===== config.mk =====
export PLATFORM = sky130hd
export DESIGN_NAME = time_keeper
export DESIGN_NICKNAME = d
export VERILOG_FILES = /design/src/rtl/time_keeper_pkg.sv /design/src/rtl/time_keeper_counter.sv /design/src/rtl/time_keeper.sv
export SDC_FILE = /design/constraint.sdc
export NUM_CORES = 1
export LEC_CHECK = 0
export ABC_AREA = 1
export BUFFER_PORTS_ARGS = -buffer_cell sky130_fd_sc_hd__buf_2
export CORE_MARGIN = 1
export CORE_UTILIZATION = 45
export DETAILED_ROUTE_END_ITERATION = 7
export PLACE_DENSITY = 0.77
export RECOVER_POWER = 50
export SYNTH_ARGS = -nofsm -noshare
export SYNTH_HDL_FRONTEND = slang
export SYNTH_SLANG_ARGS = --single-unit

===== constraint.sdc =====
create_clock -name i_CLK -period 1.72 [get_ports i_CLK]
set_input_delay 0.344 -clock i_CLK [delete_from_list [all_inputs] [get_ports i_CLK]]
set_output_delay 0.344 -clock i_CLK [all_outputs]
set_load 0.03 [all_outputs]

===== src/rtl/time_keeper_pkg.sv =====
//------------------------------------------------------------------------------
// Module  : time_pkg
// Brief   : Shared field-select codes and BCD limits for the time keeper.
// Rev     : 1.0  initial release
//------------------------------------------------------------------------------
`default_nettype none

package time_pkg;

    localparam logic [1:0] SEL_SEC  = 2'b00;
    localparam logic [1:0] SEL_MIN  = 2'b01;
    localparam logic [1:0] SEL_HOUR = 2'b10;
    localparam logic [1:0] SEL_NONE = 2'b11;

    localparam logic [7:0] MAX_SEC  = 8'h59;
    localparam logic [7:0] MAX_MIN  = 8'h59;
    localparam logic [7:0] MAX_HOUR = 8'h23;

endpackage

`default_nettype wire


===== src/rtl/time_keeper_counter.sv =====
//------------------------------------------------------------------------------
// Module  : bcd_mod_counter
// Brief   : Two-digit BCD counter wrapping to 00 after MAX, with carry-out.
// Rev     : 1.0  initial release
//------------------------------------------------------------------------------
`default_nettype none

module bcd_mod_counter #(
    parameter logic [7:0] MAX = 8'h59
) (
    input  logic       i_clk,
    input  logic       i_rst,
    input  logic       i_inc,
    output logic [7:0] o_value,
    output logic       o_wrap
);

    logic [7:0] r_value;
    logic [7:0] w_next;

    // Ones roll into tens at 9; the whole value returns to 00 at MAX.
    always_comb begin
        w_next = r_value;
        if (r_value == MAX)
            w_next = 8'h00;
        else if (r_value[3:0] == 4'd9)
            w_next = {r_value[7:4] + 4'd1, 4'd0};
        else
            w_next = {r_value[7:4], r_value[3:0] + 4'd1};
    end

    always_ff @(posedge i_clk or posedge i_rst) begin
        if (i_rst)
            r_value <= 8'h00;
        else if (i_inc)
            r_value <= w_next;
    end

    assign o_value = r_value;
    assign o_wrap  = i_inc && (r_value == MAX);

endmodule

`default_nettype wire


===== src/rtl/time_keeper.sv =====
//------------------------------------------------------------------------------
// Module  : time_keeper
// Brief   : 24-hour BCD time of day driven by a sampled divided-clock level.
// Rev     : 1.0  initial release
//------------------------------------------------------------------------------
`default_nettype none

module time_keeper
    import time_pkg::*;
#(
    parameter int unsigned TICKS_PER_SEC = 1,
    parameter int unsigned PS_W          = 8
) (
    input  logic       i_CLK,
    input  logic       i_RST,
    input  logic       i_TICK,
    input  logic       i_RUN,
    input  logic       i_SET_EN,
    input  logic [1:0] i_SET_SEL,
    input  logic       i_INC,
    output logic [7:0] o_SEC,
    output logic [7:0] o_MIN,
    output logic [7:0] o_HOUR,
    output logic       o_SEC_PULSE,
    output logic       o_DAY_PULSE
);

    localparam logic [PS_W-1:0] c_PS_LAST = PS_W'(TICKS_PER_SEC - 1);

    logic            r_tick_d;
    logic            r_inc_d;
    logic [PS_W-1:0] r_ps;
    logic            r_sec_pulse;
    logic            r_day_pulse;

    logic w_tick_rise;
    logic w_inc_rise;
    logic w_advance;
    logic w_count;
    logic w_sec_inc;
    logic w_min_inc;
    logic w_hour_inc;
    logic w_sec_wrap;
    logic w_min_wrap;
    logic w_hour_wrap;

    assign w_tick_rise = i_TICK & ~r_tick_d;
    assign w_inc_rise  = i_INC & ~r_inc_d;

    // Set mode outranks run; a tick rise only matters while running.
    assign w_advance = ~i_SET_EN & i_RUN & w_tick_rise;
    assign w_count   = w_advance & (r_ps == c_PS_LAST);

    // In set mode each field is driven alone and the carry chain is cut.
    assign w_sec_inc  = i_SET_EN ? (w_inc_rise && i_SET_SEL == SEL_SEC)  : w_count;
    assign w_min_inc  = i_SET_EN ? (w_inc_rise && i_SET_SEL == SEL_MIN)  : w_sec_wrap;
    assign w_hour_inc = i_SET_EN ? (w_inc_rise && i_SET_SEL == SEL_HOUR) : w_min_wrap;

    always_ff @(posedge i_CLK or posedge i_RST) begin
        if (i_RST) begin
            r_tick_d    <= 1'b0;
            r_inc_d     <= 1'b0;
            r_ps        <= '0;
            r_sec_pulse <= 1'b0;
            r_day_pulse <= 1'b0;
        end else begin
            r_tick_d    <= i_TICK;
            r_inc_d     <= i_INC;
            r_sec_pulse <= w_count;
            r_day_pulse <= w_count & w_hour_wrap;
            if (i_SET_EN)
                r_ps <= '0;
            else if (w_advance)
                r_ps <= (r_ps == c_PS_LAST) ? '0 : r_ps + 1'b1;
        end
    end

    bcd_mod_counter #(.MAX(MAX_SEC)) u_sec (
        .i_clk   (i_CLK),
        .i_rst   (i_RST),
        .i_inc   (w_sec_inc),
        .o_value (o_SEC),
        .o_wrap  (w_sec_wrap)
    );

    bcd_mod_counter #(.MAX(MAX_MIN)) u_min (
        .i_clk   (i_CLK),
        .i_rst   (i_RST),
        .i_inc   (w_min_inc),
        .o_value (o_MIN),
        .o_wrap  (w_min_wrap)
    );

    bcd_mod_counter #(.MAX(MAX_HOUR)) u_hour (
        .i_clk   (i_CLK),
        .i_rst   (i_RST),
        .i_inc   (w_hour_inc),
        .o_value (o_HOUR),
        .o_wrap  (w_hour_wrap)
    );

    assign o_SEC_PULSE = r_sec_pulse;
    assign o_DAY_PULSE = r_day_pulse;

endmodule

`default_nettype wire

==> qor.csv <==
metric,value,unit
status,completed,
maxCapViolCount,0,
drc_errors,0,
grt_pass1_wl,6810,um
grt_usage,19.7,%
p_leak,1.36,nW
nNetsFinal,317,
final_cells,346,
max_freq,607,MHz
synth_top_cell_area_share,44.9,%
synth_cell_types,23,
whs,182,ps
coreArea,4140,um^2
place_congestion,0.831,
syn_inst,242,
cts.sinks,36,
die_area,4730,um^2
irDropWorstVdd,0.681,mV
grt-ovfl-total,0,
cts_inserted_buffers,5,
cp.required,1940,ps
drtPass1Iterations,4,
period_share,95.8,%
syn_avg_cell_area,8.30,um^2
cts_buffer_depth,2,
synth.area.top_cells,"dfrtp_1 (45%), ha_1 (8.7%), nand2_1 (7.7%)",
gr-usage-met2,30.0,%
p_per_area,1290,nW/um^2
placed_cells,331,
hold_viol_final,0,
seq_area_frac_synth,44.9,%
met1_usage,26.6,%
seq_area,905,um^2
cts.clk_slew.worst_paths,80,ps
clock_latency,290,ps
drt_iter0_markers,93,
die_w,68.8,um
ant_nets,0,
cts_tree,done,
fp.dieH,68.8,um
vias,1728,
synth_area_leader_cell,dfrtp_1,
synth-warning-count,0,
dp_hpwl,2990,um
cp_max_fo,9,
finalSetupViolCount,0,
end_kind,flip-flop,
critPathKind,flip-flop to flip-flop,
finalWirelength,4200,um
ys_seq_elements,36,
use_met3,5.10,%
crit_path_start_kind,flip-flop,
root_buffer,clkbuf_8,
multi_input_area,1010,um^2
areaGrowthSynthToFinish,26.1,%
top_usage_layer,met2,
relSlewSlack,41.2,%
fp-row-count,23,
viasPerCell,4.99,
drive_gt1_share,24.0,%
antenna_cells,0,
synth_fp_nets,264,
layout_min_cycle_time,1650,ps
syn-cell-area,2010,um^2
h-tree-depth,2,
drt-wirelength-per-cell,12.1,um
grt_max_degree,37,
num-fill-cells,375,
antenna_found_initial,0,
skew,6.69,ps
hp-class,primary input to flip-flop,
num_io_pins,34,
initial_utilization,48.5,%
slew_viol_final,0,
arrival,1870,ps
worst_pin_slew,882,ps
rsz0062_at_grt,yes,
numPortBuffers,33,
grt_pass1_vias,1533,
state kept, by name (all words and copies together), names as in the netlist:
register        cells
u_sec.o_value       8
r_inc_d             1
r_tick_d            1
r_ps                8
o_DAY_PULSE         1
o_SEC_PULSE         1
u_hour.o_value      8
u_min.o_value       8
cells by family after synthesis:
group / count (synthesis) / synth area share (%)
fa+ha+maj: 14 / 8.72
xor+xnor: 10 / 4.36
flops: 36 / 44.9
simple gates: 117 / 27.3
compound gates: 30 / 7.79
buf+inv: 35 / 6.98
synth_stat cells (all sizes together):
master  instances
xnor2           1
and3            1
o21ai          12
nor4            1
nand3          26
inv            33
and3b           1
nand2          48
nand4           4
buf             2
nor3            7
o22ai           5
ha             14
a21oi          13
nand3b          1
dfrtp          36
or2             2
xor2            9
nor2           26
worst max-delay path, cell delays in order, from the launching register on:
cell and delay, ps:
dfrtp_1 410, inv_2 70, ha_1 160, nand3_2 100
buf_4 160, inv_1 90, nand2_1 190, o21ai_0 210
nand2_1 60, a21oi_1 110
cells in the final DEF, fill, tap and decap left out, types with 4 or more instances in the layout:
cell type	n
nand2_1	40
dfrtp_1	33
inv_1	30
nand3_1	25
buf_2	25
nor2_1	24
a21oi_1	13
ha_1	13
buf_4	13
o21ai_0	12
xor2_1	9
clkbuf_1	8
nand2_2	5
o22ai_1	5
clkbuf_8	5
nand4_1	4
nor3_1	4
routing by layer:
metal | up-vias | part of all wire [%]
met3 | 8 | 3.0
li1 | 894 | -
met2 | 26 | 46
met5 | - | 0
met4 | 0 | 1.7
met1 | 800 | 49
final timing paths:
| path | cells past startpoint | end | slack (ps) | from |
|---|---|---|---|---|
| setup / recovery | 9 | u_sec.o_value[7] | 70 | u_sec.o_value[1] |
| hold / removal | 1 | r_inc_d | 180 | i_INC |
| setup reg to reg | 9 | u_sec.o_value[7] | 70 | u_sec.o_value[1] |
| hold reg to reg | 2 | u_min.o_value[4] | 570 | u_min.o_value[4] |
| max in group asynchronous | 3 | u_sec.o_value[4] | 800 | i_RST |
| min in group asynchronous | 3 | u_sec.o_value[3] | 300 | i_RST |
final cells by class:
cell class	count	area share, %
clock buffer	5	2.72
clock inverter	3	3.56
inverter	33	4.89
multi-input combinational	171	40.0
sequential	36	35.7
tap	50	2.47
timing repair buffer	48	10.6
per-stage QoR:
step | setup slack, ps | utilization, % | cell area (um^2) | total power, mW | TNS, ps
6_report | 72.1 | 61.1 | 2530 | 3.27 | 0
3_3_place_gp | 37.1 | 55.2 | 2290 | 2.19 | 0
3_5_place_dp | -15.7 | 55.2 | 2290 | 2.23 | -52.8
4_1_cts | 20.2 | 59.3 | 2460 | 3.28 | 0
5_1_grt | -35.0 | 61.1 | 2530 | 3.47 | -60.5
2_1_floorplan | 23.9 | - | 2020 | 1.92 | 0
where the power goes:
group / total, mW / switching (mW) / internal, mW
sequential: 1.20 / 0.190 / 1.01
clock: 1.04 / 0.318 / 0.725
combinational: 1.02 / 0.702 / 0.321
total: 3.27 / 1.21 / 2.06
what timing repair did:
item / 4_1_cts / 5_1_grt
hold buffers: 0 / 0
setup endpoints to repair: 6 / 18
pin swaps: 1 / 5
resized for setup: 1 / 12
buffers inserted: 1 / 6
Note: power is estimated with default switching activity, not from simulation.
